===== config.mk =====
export PLATFORM = sky130hd
export DESIGN_NAME = inst_fetch_ctrl
export DESIGN_NICKNAME = d
export VERILOG_FILES = /design/src/rtl/inst_fetch_ctrl.sv
export SDC_FILE = /design/constraint.sdc
export NUM_CORES = 1
export LEC_CHECK = 0
export ABC_CLOCK_PERIOD_IN_PS = 3500
export CORE_ASPECT_RATIO = 0.5
export CORE_UTILIZATION = 40
export DETAILED_ROUTE_END_ITERATION = 6
export PLACE_DENSITY = 0.82
export SYNTH_ARGS = -nofsm -noshare
export SYNTH_HDL_FRONTEND = slang
export SYNTH_SLANG_ARGS = --single-unit

===== constraint.sdc =====
create_clock -name clk -period 3.5 [get_ports clk]
set_clock_uncertainty 0.2 [all_clocks]
set_input_delay 0.875 -clock clk [delete_from_list [all_inputs] [get_ports clk]]
set_output_delay 0.875 -clock clk [all_outputs]
set_load 0.02 [all_outputs]

===== src/rtl/inst_fetch_ctrl.sv =====
// Instruction fetch controller.
// A cache hit returns the instruction one cycle after the request. A miss reads
// the word one byte at a time from memory, assembles it little-endian, and then
// spends one FILL cycle writing it into the icache and presenting it.
// Optional feature: define ICACHE_FILL_EN to use cache_hit_i and enable the fill
// write. Without it, every request is treated as a miss and cache_we_o stays 0.
module inst_fetch_ctrl #(
  parameter int ADDR_W = 32
) (
  input  logic              clk,
  input  logic              rst,
  input  logic              rdy,
  input  logic              req_i,
  input  logic [ADDR_W-1:0] pc_i,
  input  logic              flush_i,
  output logic              inst_valid_o,
  output logic [31:0]       inst_o,
  output logic              busy_o,
  output logic [ADDR_W-1:0] cache_raddr_o,
  input  logic              cache_hit_i,
  input  logic [31:0]       cache_inst_i,
  output logic              cache_we_o,
  output logic [ADDR_W-1:0] cache_waddr_o,
  output logic [31:0]       cache_winst_o,
  output logic              mem_req_o,
  output logic [ADDR_W-1:0] mem_addr_o,
  input  logic              mem_done_i,
  input  logic [7:0]        mem_byte_i
);

`ifdef ICACHE_FILL_EN
  localparam bit FILL_EN = 1'b1;
`else
  localparam bit FILL_EN = 1'b0;
`endif

  typedef enum logic [1:0] {
    IDLE  = 2'd0,
    FETCH = 2'd1,
    FILL  = 2'd2
  } state_t;

  state_t            state, state_nxt;
  logic [1:0]        cnt;
  logic [ADDR_W-1:0] base;
  logic [31:0]       word;
  logic              hit;

  // Without the fill feature the cache is never trusted, so every request misses.
  assign hit = cache_hit_i & FILL_EN;

  // Next-state selection; flush wins over everything, including a final byte.
  always_comb begin
    // NOTE: assign a default first so no path through the case leaves state_nxt
    // unassigned, which would infer a latch.
    state_nxt = state;
    if (flush_i) begin
      state_nxt = IDLE;
    end else begin
      unique case (state)
        IDLE:    if (req_i && !hit) state_nxt = FETCH;
        FETCH:   if (mem_done_i && cnt == 2'd3) state_nxt = FILL;
        FILL:    state_nxt = IDLE;
        default: state_nxt = IDLE;
      endcase
    end
  end

  // State register plus the fetch bookkeeping and registered instruction outputs.
  always_ff @(posedge clk) begin
    // NOTE: sequential state uses non-blocking assignments so every register
    // samples pre-edge values regardless of statement order.
    if (rst) begin
      state        <= IDLE;
      cnt          <= 2'd0;
      base         <= '0;
      word         <= '0;
      inst_valid_o <= 1'b0;
      inst_o       <= '0;
    end else if (rdy) begin
      state        <= state_nxt;
      inst_valid_o <= 1'b0;
      if (!flush_i) begin
        unique case (state)
          IDLE: begin
            if (req_i && hit) begin
              inst_valid_o <= 1'b1;
              inst_o       <= cache_inst_i;
            end else if (req_i) begin
              base <= pc_i;
              cnt  <= 2'd0;
            end
          end
          FETCH: begin
            if (mem_done_i) begin
              word[8*cnt +: 8] <= mem_byte_i;
              cnt              <= cnt + 2'd1;
              if (cnt == 2'd3) begin
                // The pulse lands in the FILL cycle together with the cache write.
                inst_valid_o <= 1'b1;
                inst_o       <= {mem_byte_i, word[23:0]};
              end
            end
          end
          default: ;
        endcase
      end
    end
  end

  assign busy_o        = (state != IDLE);
  assign cache_raddr_o = pc_i;
  assign mem_req_o     = (state == FETCH) && rdy;
  assign mem_addr_o    = base + ADDR_W'(cnt);
  // The write is withheld while stalled, on a flush, and on a reset in FILL.
  assign cache_we_o    = FILL_EN && (state == FILL) && rdy && !flush_i && !rst;
  assign cache_waddr_o = base;
  assign cache_winst_o = word;

endmodule


---- Yosys cells after proc, flatten, opt, wreduce, memory -nomap -nowiden ----
Cells that the tools add are included.
cells by class
  add/subtract/negate cells ............... 3
  equal/unequal tests ..................... 6
  shift-type cells ........................ 2
  muxes and demuxes ....................... 12
  bitwise operators ....................... 1
  reductions and logical operators ........ 10
operators by type and width
  operator                                                                 count
  5-bit negation with 34-bit output                                        1
  8-bit by 34-bit variable shift with 32-bit output, first input constant  1
  8-bit by 34-bit indexed part select with 32-bit output                   1
  32-bit by 2-bit adder with 32-bit output                                 1
  32-bit bitwise mux                                                       1
  2-bit 2-to-1 mux                                                         5
  5-bit AND reduction                                                      2
  2-bit one-hot mux with 2 select lines                                    2
  4-bit AND reduction                                                      2
  3-bit != test, second input constant                                     2
  1-bit 2-to-1 mux                                                         4
  2-bit != test, second input constant                                     2
  2-bit nonzero test                                                       2
  3-bit AND reduction                                                      1
  2-bit by 1-bit adder with 2-bit output, second input constant            1
  2-bit by 1-bit equality test with 1-bit output, second input constant    1
  2-bit equality test, second input constant                               1
  1-bit logical AND                                                        2
  2-bit zero test                                                          1
  1-bit inverter                                                           1
word-level totals
  register bits after elaboration ......... 101
  input bits .............................. 79
  output and inout bits ................... 164
  word-level logic and storage cells ...... 40

---- Logic depth before layout (Yosys ltp) ----
Gate-level depths: netlist (run 1).
  depth after elaboration ................. 5
  gate-level depth with buffers ........... 7
  gate-level depth less buffers ........... 6

---- Worst setup path before layout (run 1) ----
No wires, ideal clock.
  path kind ............................... reg2out
  start point ............................. register base[0], in the netlist cache_waddr_o[0]
  end point ............................... output mem_addr_o[28]
  arrival time ............................ 2.224 ns
  data required time ...................... 2.425 ns
  slack ................................... 0.201 ns
  cell stages (with the launch flop) ...... 7
  buffers on the path ..................... 0
  cells stage by stage .................... dfxtp_1 ha_1 inv_1 fa_1 nor4_4 nand4_1 xnor2_1
between the ends
  longest elaborated chain between the ends .. 1
ends and longest elaborated chain
  what                                      RTL line  text
  start: declaration                        45        logic [ADDR_W-1:0] base;
  start signal: assignment                  90        base <= pc_i;
  32-bit by 2-bit adder with 32-bit output  114       assign mem_addr_o = base + ADDR_W'(cnt);
  end: declaration                          26        output logic [ADDR_W-1:0] mem_addr_o,
Every way passes these cells.

---- Worst setup path in the final report (run 1) ----
  start point ............................. register base[0], in the netlist cache_waddr_o[0]
  end point ............................... output mem_addr_o[26]
The elaborated chain is that of the path after synthesis.

==> results.py, run 1 <==
metrics = {
    "logic_synthesis": {
        "synth_fp_nets": 668,
        "synth_flop_cell": "dfxtp_1",
        "async_flop_share_pct": 0,
        "ys_seq_area_share_pct": 44.1,
        "syn_area_sq_um": 4590,
        "synth-simple-area-share_pct": 27.2,
        "synth_edf_count": 0,
        "synth_seq_cells": 101,
        "synth_compound_area_share_pct": 11.5,
        "ys_types": 32,
        "synth_top_area_cell": "dfxtp_1",
        "synth_top_cell_area_share_pct": 44.1,
        "synthMuxAreaShare_pct": 0.218,
        "ys_warn_count": 0,
        "synthAdderAreaFrac_pct": 2.35,
        "synth_cells": 581,
        "postSynthAreaPerCell_sq_um": 7.89,
        "synth-xor-area-share_pct": 5.73,
        "synth_area_leaders": "dfxtp_1 44%, nand2_1 14%, a21oi_1 11%, buf_4 5.4%, nand3_1 4.9%",
        "synth_top_family_by_area": "simple AND/OR/NAND/NOR gates",
    },
    "clocking": {
        "cts_tree": "built",
        "cts.sink_count": 101,
        "cts_max_level": 3,
        "clockRootBuffer": "clkbuf_16",
        "path_clk_slew_ps": 70,
        "max-clock-path-buffers": 2,
        "worstSkewPairLatency_ps": 340,
        "numCtsBuffers": 9,
        "holdBufCountCts": 0,
    },
    "min_path": {
        "min_path_type": "reg2reg",
        "hold_depth": 2,
    },
    "layout": {
        "diodes": 0,
        "finalNonFillerCells": 910,
        "fill_cells": 975,
        "fin_nets": 847,
        "area_growth_pct": 51.7,
        "final_layout_size_suffix_gt1_share_pct": 7.45,
    },
    "drt": {
        "drt_iter0_drc": 304,
        "wl_per_cell_um": 14.4,
        "drc_errors": 0,
        "drtPass1Iterations": 4,
        "via_per_inst": 4.99,
        "vias": 4545,
        "drt_wl_total_um": 13100,
        "ant_nets": 0,
    },
    "floorplanning": {
        "coreArea_sq_um": 11100,
        "die_area_sq_um": 11900,
        "initial_core_util_pct": 41.4,
        "rows": 27,
        "pin_count": 243,
        "dieHeight_um": 77.7,
        "die_x_um": 153,
    },
    "timing": {
        "fin_crit_sh_pct": 97.3,
        "drv_slew": 0,
        "min_period_ps": 3410,
        "setup_violations": 0,
        "relSlewSlack_pct": 35.6,
        "hold_ws_ps": 253,
        "tightestPinTransition_ps": 959,
        "grt_setup_unrepaired": "false",
        "max_freq_mhz": 294,
        "hold_viol_final": 0,
    },
    "placed_design": {
        "place_inst": 892,
        "dpl.hpwl_um": 9670,
        "globalplace.congestion": 0.805,
        "numPortBuffers": 208,
    },
    "critical_path": {
        "setup.worst_path.class": "reg2out",
        "worst_ep_required_time_ps": 2420,
        "r2r_cells": 6,
        "crit_path_start_kind": "register",
        "critPathArrivalTime_ps": 2330,
        "rrSetupSlack_ps": 1100,
        "cp-end-kind": "output port",
        "crit_fanout": 10,
    },
    "global_route": {
        "grt_max_degree": 47,
        "grt_usage_pct": 22.1,
        "grt_pass1_wl_um": 21200,
        "grt-ovfl-total": 0,
        "antenna_found_initial": 0,
        "grt_pass1_vias": 4199,
    },
    "status": {
        "run_status": "complete, no violations",
    },
    "power": {
        "p_per_area_nw_per_um2": 349,
        "ir_worst_vdd_v": 0.000309,
        "fin_total_pwr_mw": 2.43,
        "power.leakage_nw": 2.66,
    },
    "run": {
        "drv_cap": 0,
    },
}
registers in the layout, summed over array words and instances, names as in the netlist:
name           count
cache_winst_o     32
state              2
cache_waddr_o     32
inst_valid_o       1
cnt                2
inst_o            32
power by group:
group / internal [mW] / total (mW) / switching, mW / leakage [nW]
sequential: 1.16 / 1.18 / 0.0175 / 0.817
combinational: 0.136 / 0.281 / 0.145 / 1.69
clock: 0.504 / 0.970 / 0.467 / 0.147
worst max-delay path: stages, from the launching register on:
cell and delay, ps:
dfxtp_1 350, ha_1 190, inv_1 60, fa_1 440
nor4_4 210, buf_12 170, nand3_1 90, xnor2_1 140
clkdlybuf4s15_1 340
per-layer routing:
| metal | vias up | GRT usage [%] | part of all wire, % |
|---|---|---|---|
| met1 | 2140 | 27.0 | 43 |
| li1 | 2268 | - | - |
| met5 | - | 0 | 0 |
| met3 | 7 | 4.47 | 5.0 |
| met4 | 0 | 4.70 | 0.56 |
| met2 | 130 | 40.3 | 51 |
metrics by stage:
stage	worst slack [ps]	setup TNS (ps)	utilization, %	instance area, sq um
global placement	66.2	0	60.0	6650
floorplan	201	0	-	4590
global route	5.96	0	62.8	6960
CTS	-55.8	-55.8	62.6	6930
finish	94.5	0	62.8	6960
detailed placement	14.4	0	60.0	6650
worst paths after layout:
| kind | start | to |
|---|---|---|
| worst max-delay path | cache_waddr_o[0] | mem_addr_o[26] |
| worst max register to register | cnt[0] | cache_winst_o[31] |
| worst min register to register | cache_winst_o[27] | cache_winst_o[27] |
| worst min-delay path | cache_winst_o[27] | cache_winst_o[27] |
cell usage in the layout, fill, tap and decap left out, types with 2 or more instances in the layout:
cell type	Yosys	layout
nand3_1	45	45
xor2_1	5	5
dfxtp_2	0	3
clkdlybuf4s50_1	0	178
nand4_4	2	2
and4_1	3	3
nor3b_1	7	7
inv_1	6	6
inv_8	0	4
clkbuf_16	0	9
nand2_1	173	173
nor4_4	2	2
a21oi_1	101	100
nor3_1	4	3
dlymetal6s2s_1	0	10
nand4_1	8	8
ha_1	7	7
xnor2_1	25	25
nor2_1	6	6
and3_1	7	7
buf_4	33	25
clkinv_4	0	2
and2_1	2	2
clkdlybuf4s15_1	0	3
clkbuf_2	0	3
dlygate4sd2_1	0	12
dfxtp_1	101	98
Yosys cell counts (all sizes together), types with 4 or more instances:
| cell | count |
|---|---|
| nand2 | 173 |
| a21oi | 101 |
| dfxtp | 101 |
| buf | 47 |
| nand3 | 45 |
| xnor2 | 25 |
| clkbuf | 18 |
| nand4 | 10 |
| and3 | 7 |
| ha | 7 |
| nor3b | 7 |
| inv | 6 |
| nor2 | 6 |
| xor2 | 5 |
| nor3 | 4 |
layout make-up:
type                            instances  area (sq um)  area share [%]
Clock buffer                            9           225            3.24
Clock inverter                          7          67.6           0.971
Inverter                                6          22.5           0.324
Multi-Input combinational cell        409          2160            31.1
Sequential cell                       101          2030            29.1
Tap cell                              145           181            2.61
Timing Repair Buffer                  233          2270            32.6
logic make-up after synthesis:
group / after synthesis
multiplexers: 1
XOR/XNOR: 30
flip-flops: 101
other: 1
adder cells (fa/ha/maj): 8
buffers and inverters: 71
AO/OA/AOI/OAI: 104
AND/OR/NAND/NOR: 265
timing repair:
action	4_1_cts	5_1_grt
pin swaps	2	1
resized for setup	25	23
buffers inserted	1	1
endpoints found under the setup margin	28	18
gates cloned	0	0
(Power assumes the default switching activity.)
==> inputs of run 2 (changes only) <==
CORE_ASPECT_RATIO = 1.25   (was 0.5)
GPL_TIMING_DRIVEN = 0   (was unset)
MAX_ROUTING_LAYER = met4   (was unset)
==> run 2 against run 1 <==
Compared with the run above: the flow now finishes with violations (DRC); largest cell class unchanged; die area fell by 0.20%; maximum frequency fell by 0.38%; core utilization rose by 1.9 points; non-clock buffer count grew 49; wire length rose by 12%.
==> results.py, run 2 (same netlist as run 1, synthesis figures left out) <==
metrics = {
    "min_path": {
        "min_path_type": "reg2reg",
        "hold_depth": 2,
    },
    "clocking": {
        "cts_tree": "built",
        "cts.sink_count": 101,
        "clockRootBuffer": "clkbuf_16",
        "max-clock-path-buffers": 2,
        "worstSkewPairLatency_ps": 340,
        "numCtsBuffers": 9,
        "holdBufCountCts": 0,
        "cts_max_level": 3,
        "path_clk_slew_ps": 70,
    },
    "critical_path": {
        "crit_slowest_cell": "fa_2",
        "crit_fanout": 5,
        "path_buf_inv": 3,
        "r2r_cells": 6,
        "worst_ep_required_time_ps": 2420,
        "crit_path_start_kind": "register",
        "critPathArrivalTime_ps": 2340,
        "path_cells": "ha_2 -> inv_1 -> fa_2 -> nor4_4 -> buf_6 -> nand2_1 -> xnor2_1 -> clkdlybuf4s15_1",
        "crit_family": "adder cells",
        "cp-end-kind": "output port",
        "critical_path.max_stage_delay_ps": 410,
        "setup.worst_path.class": "reg2out",
        "crit_cells": 8,
    },
    "status": {
        "run_status": "finished, violations left",
        "failed_checks": "DRC",
    },
    "timing": {
        "relSlewSlack_pct": 39.0,
        "tightestPinTransition_ps": 913,
        "fin_crit_sh_pct": 97.7,
        "drv_slew": 0,
        "min_period_ps": 3420,
        "hold_viol_final": 0,
        "max_freq_mhz": 293,
        "hold_ws_ps": 257,
        "setup_violations": 0,
    },
    "run": {
        "drv_cap": 0,
    },
    "layout": {
        "fin_nets": 896,
        "fill_cells": 944,
        "final_cell_mix": "183 x clkdlybuf4s50_1, 173 x nand2_1, 100 x a21oi_1",
        "final_layout_size_suffix_gt1_share_pct": 12.1,
        "seqCellArea_sq_um": 2040,
        "multi_input_area_sq_um": 2180,
        "final_common_cell": "clkdlybuf4s50_1",
        "finalNonFillerCells": 947,
        "diodes": 0,
        "area_growth_pct": 57.0,
    },
    "drt": {
        "wl_per_cell_um": 15.5,
        "drt_iter0_drc": 257,
        "via_per_inst": 5.11,
        "ant_nets": 0,
        "drtPass1Iterations": 7,
        "drt_wl_total_um": 14700,
        "vias": 4843,
        "drc_errors": 44,
    },
    "global_route": {
        "grt_pass1_vias": 4594,
        "grt_usage_pct": 25.3,
        "antenna_found_initial": 0,
        "grt-ovfl-total": 0,
        "grt_pass1_wl_um": 23100,
        "grt_max_degree": 16,
    },
    "floorplanning": {
        "pin_count": 243,
        "rows": 43,
        "die_area_sq_um": 11900,
        "die_x_um": 97.8,
        "initial_core_util_pct": 41.2,
        "coreArea_sq_um": 11100,
        "dieHeight_um": 122,
    },
    "power": {
        "p_per_area_nw_per_um2": 344,
        "ir_worst_vdd_v": 0.000272,
        "power.leakage_nw": 2.74,
    },
    "placed_design": {
        "globalplace.congestion": 0.953,
        "place_inst": 923,
        "numPortBuffers": 207,
        "dpl.hpwl_um": 11300,
    },
}
run 2: area by class of cell:
class	instances	share of cell area, %
repair buffers	217	29.4
well taps	135	2.35
flip-flops and latches	101	28.3
clock buffers	11	3.37
inverters	6	0.313
multi-input cells	409	30.2
clock inverters	3	0.660
plain buffers	65	5.35
run 2: per-layer routing:
layer  global-route usage (%)  vias to the layer above  wire [um]
li1                         -                     2353          -
met1                     26.1                     2235       5440
met2                     46.6                      225       7710
met3                     5.39                       30       1100
met4                     10.4                        0        446
met5                        -                        -          0
run 2: through the flow:
step	instance area, sq um	setup slack [ps]	TNS, ps	util, %	total power, mW
final	7200	81.5	0	64.6	2.47
after global routing	7200	-4.62	-4.62	64.6	2.56
after global placement	6830	-485	-4190	61.3	1.52
after floorplan	4590	201	0	-	1.35
after CTS	7150	-21.0	-71.6	64.2	2.49
after detailed placement	6830	-543	-4580	61.3	1.52
run 2: report_power, final:
group | total (mW) | switching [mW] | internal [mW] | leakage (nW)
clock | 0.982 | 0.414 | 0.569 | 0.142
sequential | 1.18 | 0.0210 | 1.16 | 0.820
combinational | 0.310 | 0.153 | 0.157 | 1.78
total | 2.47 | 0.588 | 1.89 | 2.74
run 2: repair_timing:
action	4_1_cts	5_1_grt
pin swaps	5	3
gates resized for setup	53	18
gates cloned	0	1
buffers inserted	7	2
endpoints found under the setup margin	30	20
endpoints found under the hold margin	0	0
run 2: worst paths after layout:
check	slack, ps	endpoint	startpoint
worst max-delay path	80	mem_addr_o[20]	cache_waddr_o[0]
worst min-delay path	260	cache_winst_o[29]	cache_winst_o[29]
worst max register to register	1150	cache_winst_o[20]	cnt[0]
worst min register to register	260	cache_winst_o[29]	cache_winst_o[29]
run 2: worst reg2reg max path, cell delays in order (launching register included):
cell and delay (ps):
dfxtp_4 360, buf_4 140, inv_1 90, ha_1 370
nor3b_1 770, nand3_1 180, a21oi_1 170
